File: config.mk
export PLATFORM = sky130hd
export DESIGN_NAME = fma_sum_pipe
export DESIGN_NICKNAME = d
export VERILOG_FILES = /design/src/rtl/fma_sum_pipe.sv
export SDC_FILE = /design/constraint.sdc
export NUM_CORES = 1
export LEC_CHECK = 0
export BUFFER_PORTS_ARGS = -buffer_cell sky130_fd_sc_hd__buf_4
export CAP_MARGIN = 10
export CORE_MARGIN = 2
export CORE_UTILIZATION = 55
export CTS_BUF_LIST = sky130_fd_sc_hd__clkbuf_16
export CTS_CLUSTER_SIZE = 14
export DETAILED_ROUTE_END_ITERATION = 8
export PLACE_DENSITY = 0.81
export SLEW_MARGIN = 20
export SYNTH_ARGS = -nofsm -noshare
export SYNTH_HDL_FRONTEND = slang
export SYNTH_SLANG_ARGS = --single-unit
File: constraint.sdc
create_clock -name clk -period 2.49 [get_ports clk]
set_input_delay 0.3735 -clock clk [delete_from_list [all_inputs] [get_ports clk]]
set_output_delay 0.3735 -clock clk [all_outputs]
set_load 0.02 [all_outputs]
File: src/rtl/fma_sum_pipe.sv
// Mantissa sum/difference stage of the FMA datapath: magnitude add/subtract with
// carry, swap sign, zero flag and leading-zero count, in a 1- or 2-stage pipeline.
module fma_sum_pipe #(
  parameter int VEC_SIZE = 33,
  parameter int PIPE     = 2,
  parameter int LZC_W    = $clog2(VEC_SIZE + 3)
) (
  input  logic                clk,
  input  logic                reset,
  input  logic                in_valid,
  output logic                in_ready,
  input  logic [VEC_SIZE:0]   pm,
  input  logic [VEC_SIZE:0]   am,
  input  logic                diff_sign,
  input  logic                z_zero,
  input  logic                no_product,
  output logic                out_valid,
  input  logic                out_ready,
  output logic [VEC_SIZE+1:0] sm,
  output logic                swap,
  output logic                sum_zero,
  output logic [LZC_W-1:0]    lzc
);

  localparam int W = VEC_SIZE + 2;

  // Handshake: a beat transfers on a rising clk edge when valid && ready are both
  // high on that interface; valid never waits on ready, and a held output beat
  // keeps its data stable until it transfers.

  logic [W-1:0] pm_x;
  logic [W-1:0] am_x;
  logic [W-1:0] c_sm;
  logic         c_swap;

  assign pm_x = {1'b0, pm};
  assign am_x = {1'b0, am};

  always_comb begin
    c_sm   = '0;
    c_swap = 1'b0;
    if (z_zero && no_product) begin
      c_sm = '0;
    end else if (z_zero) begin
      c_sm = pm_x;
    end else if (no_product) begin
      c_sm   = am_x;
      c_swap = diff_sign;
    end else if (diff_sign) begin
      // Ties resolve toward the product so a zero difference keeps swap low.
      if (pm >= am) begin
        c_sm = pm_x - am_x;
      end else begin
        c_sm   = am_x - pm_x;
        c_swap = 1'b1;
      end
    end else begin
      c_sm = pm_x + am_x;
    end
  end

  // Highest set bit wins because the scan runs upward; all-zero yields W.
  function automatic logic [LZC_W-1:0] count_lz(input logic [W-1:0] v);
    count_lz = LZC_W'(W);
    for (int i = 0; i < W; i++) begin
      if (v[i]) count_lz = LZC_W'(W - 1 - i);
    end
  endfunction

  if (PIPE == 1) begin : g_pipe1
    assign in_ready = !out_valid || out_ready;

    always_ff @(posedge clk or posedge reset) begin
      if (reset) begin
        out_valid <= 1'b0;
        sm        <= '0;
        swap      <= 1'b0;
        sum_zero  <= 1'b0;
        lzc       <= '0;
      end else if (in_valid && in_ready) begin
        out_valid <= 1'b1;
        sm        <= c_sm;
        swap      <= c_swap;
        sum_zero  <= (c_sm == '0);
        lzc       <= count_lz(c_sm);
      end else if (out_ready) begin
        out_valid <= 1'b0;
      end
    end
  end else if (PIPE == 2) begin : g_pipe2
    logic         s1_valid;
    logic [W-1:0] s1_sm;
    logic         s1_swap;
    logic         s1_zero;
    logic         s1_adv;

    assign s1_adv   = s1_valid && (!out_valid || out_ready);
    assign in_ready = !s1_valid || s1_adv;

    always_ff @(posedge clk or posedge reset) begin
      if (reset) begin
        s1_valid <= 1'b0;
        s1_sm    <= '0;
        s1_swap  <= 1'b0;
        s1_zero  <= 1'b0;
      end else if (in_valid && in_ready) begin
        s1_valid <= 1'b1;
        s1_sm    <= c_sm;
        s1_swap  <= c_swap;
        s1_zero  <= (c_sm == '0);
      end else if (s1_adv) begin
        s1_valid <= 1'b0;
      end
    end

    always_ff @(posedge clk or posedge reset) begin
      if (reset) begin
        out_valid <= 1'b0;
        sm        <= '0;
        swap      <= 1'b0;
        sum_zero  <= 1'b0;
        lzc       <= '0;
      end else if (s1_adv) begin
        out_valid <= 1'b1;
        sm        <= s1_sm;
        swap      <= s1_swap;
        sum_zero  <= s1_zero;
        lzc       <= count_lz(s1_sm);
      end else if (out_ready) begin
        out_valid <= 1'b0;
      end
    end
  end else begin : g_bad_pipe
    $error("fma_sum_pipe: PIPE must be 1 or 2");
  end

endmodule

==> results.rst, run 1 <==
.. list-table::
   :header-rows: 1

   * - Metric
     - Value
   * - Die extent in y
     - 137.6 um
   * - Gr usage total
     - 0.8949
   * - HPWL reported at the end of detailed placement
     - 35,640 um
   * - Run status
     - did not finish
   * - Prevailing post-synth register cell
     - sky130_fd_sc_hd__dfrtp_1
   * - Die span in x
     - 137.6 um
   * - Pin category terminating the worst setup path after the last repair
     - register data pin
   * - Number of rows created at floorplan
     - 48
   * - Total clock buffers created by CTS
     - 9
   * - Warnings, synthesis
     - 0
   * - Register area share after synthesis
     - 0.2091
   * - Most area-consuming cells after synthesis
     - sky130_fd_sc_hd__dfrtp_1, sky130_fd_sc_hd__ha_1, sky130_fd_sc_hd__a21oi_1
   * - Tool error
     - [ERROR GRT-0232] Routing congestion too high. Check the congestion heatmap in the GUI.
   * - Number of top-level design ports
     - 120
   * - Number of flip-flops and latches in the synthesized netlist
     - 82
   * - Starting Density
     - 0.5655
   * - Mapped Avg Cell Area
     - 7.692 sq um
   * - Maximum clock insertion buffer count
     - 2
   * - Post-synth ARST share
     - 1.000
   * - Area share of the largest cell type after synthesis
     - 0.2091
   * - Number of enable-type register cells in the synthesized netlist
     - 0
   * - Clk Tree Root Cell
     - sky130_fd_sc_hd__clkbuf_16
   * - Cell area after technology mapping
     - 9814 sq um
   * - Yosys cell types
     - 92
   * - Post-synthesis cell type with the largest combined area
     - sky130_fd_sc_hd__dfrtp_1
   * - Last stage the flow got to
     - global routing
   * - Port-buffer cells
     - 119
   * - Dpl ws
     - -1.855 ns
   * - Number of clock sinks
     - 82
   * - Post-synthesis cell count
     - 1,276
   * - Nets in the synthesized netlist
     - 1,456
   * - Largest net degree at the start of global routing
     - 59
   * - Hold Buf Count CTS
     - 0
   * - Level count of the clock H-tree
     - 3
   * - Aggregate global routing overflow
     - 634
   * - Endpoint pin with the least setup slack after global-route repair
     - g_pipe2.s1_zero$_DFFE_PP0P_/D
   * - Routability congestion estimate from global placement
     - 1.038
-- metal layers --
| metal | global-route usage | overflow |
|---|---|---|
| met2 | 1.089 | 415 |
| met3 | 0.7447 | 16 |
| met1 | 0.8262 | 8 |
| met5 | 0.3528 | 1 |
| met4 | 1.011 | 194 |
-- kinds of logic after synthesis --
| kind of cell | share of synthesized area |
|---|---|
| AOI/OAI and AO/OA | 0.3234 |
| xor gates and xnor gates | 0.02856 |
| adders and majority gates | 0.1362 |
| buffers and inverters | 0.07891 |
| DFF | 0.2091 |
| muxes | 0.05469 |
| and+or+nand+nor | 0.1692 |
-- Yosys cell counts (6+ instances only) --
master / count
sky130_fd_sc_hd__o221ai_1: 8
sky130_fd_sc_hd__o211ai_1: 12
sky130_fd_sc_hd__nor2_1: 82
sky130_fd_sc_hd__nor4_1: 13
sky130_fd_sc_hd__o21bai_1: 17
sky130_fd_sc_hd__nand3_1: 16
sky130_fd_sc_hd__o21ai_0: 105
sky130_fd_sc_hd__nor2b_1: 16
sky130_fd_sc_hd__o21a_1: 12
sky130_fd_sc_hd__buf_6: 6
sky130_fd_sc_hd__a31oi_1: 10
sky130_fd_sc_hd__inv_1: 108
sky130_fd_sc_hd__clkbuf_1: 41
sky130_fd_sc_hd__mux2_2: 44
sky130_fd_sc_hd__ha_1: 102
sky130_fd_sc_hd__a21o_1: 16
sky130_fd_sc_hd__o21ai_1: 8
sky130_fd_sc_hd__nor3_1: 37
sky130_fd_sc_hd__a22oi_1: 18
sky130_fd_sc_hd__a211oi_1: 17
sky130_fd_sc_hd__xnor2_1: 27
sky130_fd_sc_hd__a22o_1: 13
sky130_fd_sc_hd__buf_2: 19
sky130_fd_sc_hd__dfrtp_1: 82
sky130_fd_sc_hd__a2111oi_0: 6
sky130_fd_sc_hd__o31ai_1: 11
sky130_fd_sc_hd__a21oi_1: 153
sky130_fd_sc_hd__nand2b_1: 15
sky130_fd_sc_hd__nand2_1: 105
sky130_fd_sc_hd__nand4_1: 21
-- stage by stage --
step | TNS [ns] | area (sq um) | hold WS, ns | std cells
4_1_cts | -18.55 | 16080 | 0.1155 | 2060
3_3_place_gp | -35.96 | 14670 | 0.4626 | 2010
2_1_floorplan | -14.84 | 10290 | 0.4460 | 1276
3_5_place_dp | -38.15 | 14670 | 0.4817 | 2010
-- what timing repair did --
| item | in CTS |
|---|---|
| setup buffers | 37 |
| endpoints found under the setup margin | 37 |
| resized for setup | 194 |
| pin swaps | 92 |
==> run 2, diff against run 1 <==
- CORE_UTILIZATION: 55 -> 40
- CTS_BUF_LIST: sky130_fd_sc_hd__clkbuf_16 -> unset
- CTS_CLUSTER_SIZE: 14 -> unset
- PLACE_DENSITY: 0.81 -> unset
- PLACE_DENSITY_LB_ADDON: unset -> 0.15
- clock period: 2.49 -> 3.2 ns (I/O delays scaled with it)
==> run 2 against run 1 <==
  * The flow now finishes, with violations (setup timing)
  * Synthesized cell count is the same
  * Area after synthesis stayed put
==> results.rst, run 2 <==
.. list-table::
   :header-rows: 1

   * - Metric
     - Value
   * - Most common library cell in the layout ignoring fill and taps
     - sky130_fd_sc_hd__buf_4
   * - Number of enable-type register cells in the synthesized netlist
     - 0 (unchanged)
   * - Gr usage total
     - 0.3081
   * - Number of flip-flops and latches in the synthesized netlist
     - 82 (unchanged)
   * - Crit start category
     - input pin
   * - Final sum of negative setup slack
     - -4.420 ns
   * - Cell with the largest stage delay on the worst path
     - sky130_fd_sc_hd__or4b_4
   * - Peak per-stage delay on the critical path
     - 0.57 ns
   * - Largest net degree at the start of global routing
     - 59
   * - First-pass GRT wire length
     - 62,910 um
   * - Run status
     - complete, but fails checks (was did not finish)
   * - Number of top-level design ports
     - 120 (unchanged)
   * - Cell area after technology mapping
     - 9814 sq um (unchanged)
   * - Largest vdd supply drop
     - 0.4640 mV
   * - Final critical-path setup slack
     - -0.6828 ns
   * - Aggregate global routing overflow
     - 0
   * - Number of antenna-violating nets in the routed design
     - 0
   * - Class of the most critical hold timing path
     - input pin to asynchronous set/reset pin
   * - Yosys cell types
     - 92 (unchanged)
   * - Number of antenna violations at the first check in global routing
     - 2
   * - Highest achievable clock rate
     - 257.5 MHz
   * - Hold_ws
     - 0.2056 ns
   * - Power after layout
     - 0.005827 W
   * - Starting Density
     - 0.4059 (was 0.5655)
   * - Final-report setup violation count
     - 16
   * - Top cell types by occurrence after synthesis
     - sky130_fd_sc_hd__a21oi_1, sky130_fd_sc_hd__inv_1, sky130_fd_sc_hd__nand2_1, sky130_fd_sc_hd__o21ai_0, sky130_fd_sc_hd__ha_1 (unchanged)
   * - Nets in the synthesized netlist
     - 1,456 (unchanged)
   * - Dpl ws
     - -1.261 ns (was -1.855 ns)
   * - Post-route DRC violation count
     - 0
   * - Port-buffer cells
     - 119 (unchanged)
   * - Mapped Avg Cell Area
     - 7.692 sq um (unchanged)
   * - Fraction of the cycle the final worst path needs
     - 1.213
   * - Register area share after synthesis
     - 0.2091 (unchanged)
   * - Registers with the most flip-flops
     - g_pipe2.s1_sm: 35 flops, sm: 35 flops, lzc: 6 flops
   * - Most area-consuming cells after synthesis
     - sky130_fd_sc_hd__dfrtp_1, sky130_fd_sc_hd__ha_1, sky130_fd_sc_hd__a21oi_1 (unchanged)
   * - Area share of the largest cell type after synthesis
     - 0.2091 (unchanged)
   * - Most frequent cell on the critical path
     - sky130_fd_sc_hd__a21oi_4
   * - Total clock buffers created by CTS
     - 9 (unchanged)
   * - Maximum clock insertion buffer count
     - 2 (unchanged)
   * - Leakage power figure
     - 7.528 nW
   * - Pwr Density
     - 362.3 nW/um^2
   * - Clk Tree Root Cell
     - sky130_fd_sc_hd__clkbuf_16 (unchanged)
   * - Drt via density
     - 5.584
   * - Average routed wire per standard cell
     - 19.10 um
   * - Count of nets after finishing
     - 1,997
   * - RSZ-0062 raised after global routing
     - yes
   * - Number of clock sinks
     - 82 (unchanged)
   * - Reported max-cap violation count
     - 0
   * - CTS tree
     - built
   * - Worst relative slew slack
     - 0.4743
   * - Number of rows created at floorplan
     - 57 (was 48)
   * - Source-to-sink clock delay at the later pin of the worst-skew pair
     - 0.33 ns
   * - HPWL reported at the end of detailed placement
     - 32,600 um (was 35,640 um)
   * - Ratio of cells with drive above 1 in the final layout
     - 0.4756
   * - Violation count after the first detailed-routing iteration
     - 1,121
   * - Post-synth ARST share
     - 1.000 (unchanged)
   * - Total number of vias
     - 11,984
   * - Buffers & Inverters on Critical Path
     - 2
   * - Hold Buf Count CTS
     - 0 (unchanged)
   * - Number of slew-limit violations in the final report
     - 0
   * - Dominant cell by count in the synthesized netlist
     - sky130_fd_sc_hd__a21oi_1 (unchanged)
   * - Share of the core filled with cells
     - 0.6653
   * - Warnings, synthesis
     - 0 (unchanged)
   * - Violated checks
     - setup timing
   * - Level count of the clock H-tree
     - 3 (unchanged)
   * - Largest fanout of any net on the critical path
     - 4
   * - Prevailing post-synth register cell
     - sky130_fd_sc_hd__dfrtp_1 (unchanged)
   * - Fill cell total of the finished layout
     - 2,124
   * - Category of the most critical setup path
     - input pin to flop
   * - Cells along the critical path
     - buf_8, ha_4, fa_2, nor2b_4, o311a_1, or4b_4, a211oi_4, nor2_2, a21oi_4, o31ai_4, a221oi_2, buf_4, a21oi_4, xnor2_1, a222oi_1, a32o_1
   * - Final Skew
     - 0.003629 ns
   * - Top cell family by delay on the critical path
     - compound AO/OA/AOI/OAI gates
   * - Die extent in y
     - 160.6 um (was 137.6 um)
   * - Core ar.
     - 24,180 sq um
   * - Clock Pin Slew Worst Setup and Hold Paths
     - 0.06 ns
   * - Commonest cells after routing, fill and taps aside
     - sky130_fd_sc_hd__buf_4, sky130_fd_sc_hd__a21oi_1, sky130_fd_sc_hd__nand2_1
   * - Kind of end point of the critical path
     - flop
   * - Post-synthesis cell count
     - 1,276 (unchanged)
   * - Routability congestion estimate from global placement
     - 0.9835 (was 1.038)
   * - Syn-to-layout area delta
     - 63.88%
   * - Hold Violations, Final
     - 0
   * - Die area
     - 25,810 sq um
   * - Critical path data required time
     - 3.47 ns
   * - First drt pass iteration count
     - 5
   * - Die span in x
     - 160.6 um (was 137.6 um)
   * - Final worst path period need
     - 3.883 ns
   * - Transition time at the pin with the least slew margin
     - 0.7849 ns
   * - Via count of the first global-routing pass
     - 11,668
   * - Total wirelength of the detailed-routed design
     - 40,980 um
   * - Post-synthesis cell type with the largest combined area
     - sky130_fd_sc_hd__dfrtp_1 (unchanged)
   * - Arrival time worst endpoint
     - 4.15 ns
[run 2: path summary, 6_finish.rpt]
path / slack, ns / startpoint / end / cells after the start
max in group asynchronous: 2.25 / reset / g_pipe2.s1_sm[29]$_DFFE_PP0P_ / 3
worst max-delay path: -0.68 / am[0] / g_pipe2.s1_zero$_DFFE_PP0P_ / 16
worst min register to register: 0.48 / lzc[2]$_DFFE_PP0P_ / lzc[2]$_DFFE_PP0P_ / 2
worst min-delay path: 0.21 / reset / sm[6]$_DFFE_PP0P_ / 2
min in group clk: 0.37 / in_valid / g_pipe2.s1_valid$_DFFE_PP0P_ / 2
worst max register to register: 0.62 / g_pipe2.s1_sm[2]$_DFFE_PP0P_ / lzc[1]$_DFFE_PP0P_ / 13
[run 2: final cells by class]
cell class	instances	area (sq um)	share of cell area
Multi-Input combinational cell	1009	8138	0.5059
Clock inverter	6	82.58	0.005134
Antenna cell	1	2.502	0.0001556
Sequential cell	82	2052	0.1276
Clock buffer	9	225.2	0.01400
Timing Repair Buffer	602	4737	0.2945
Inverter	113	441.7	0.02746
Tap cell	324	405.4	0.02520
[run 2: power by group]
group / internal, W / leakage, nW / switching, W
registers: 0.00126 / 1.04 / 0.000185
logic: 0.00162 / 6.34 / 0.00171
clock network: 0.000673 / 0.151 / 0.000381
[run 2: kinds of logic after synthesis]
kind of cell,count (synthesis),synth area share
buf+inv,185,0.07891
xor+xnor,32,0.02856
fa+ha+maj,105,0.1362
simple gates,341,0.1692
flops,82,0.2091
mux,48,0.05469
compound gates,483,0.3234
[run 2: worst register-to-register path, delay by kind of cell (launching register included)]
family,cells,cell delay (ns)
AND/OR/NAND/NOR,8,0.85
flip-flops,1,0.41
AO/OA/AOI/OAI,5,1.19
[run 2: routing by layer]
layer / up-vias / track usage / routed length [um]
met2: 445 / 0.5343 / 19440
met1: 5673 / 0.3910 / 17510
met5: - / 0 / 16
li1: 5740 / - / -
met4: 2 / 0.1253 / 1883
met3: 124 / 0.03409 / 2133
[run 2: repair_timing]
item,CTS,global route
pin swaps,70,46
endpoints found under the setup margin,27,26
gates resized for setup,175,91
cloned,0,0
buffers inserted,30,14
[run 2: per-stage QoR]
stage,std cells,area (sq um)
2_1_floorplan,1276,9901
3_3_place_gp,2092,14240
3_5_place_dp,2092,14240
4_1_cts,2131,15520
5_1_grt,2146,16080
6_report,2146,16080
No activity file was read; power rests on OpenSTA's default activity.
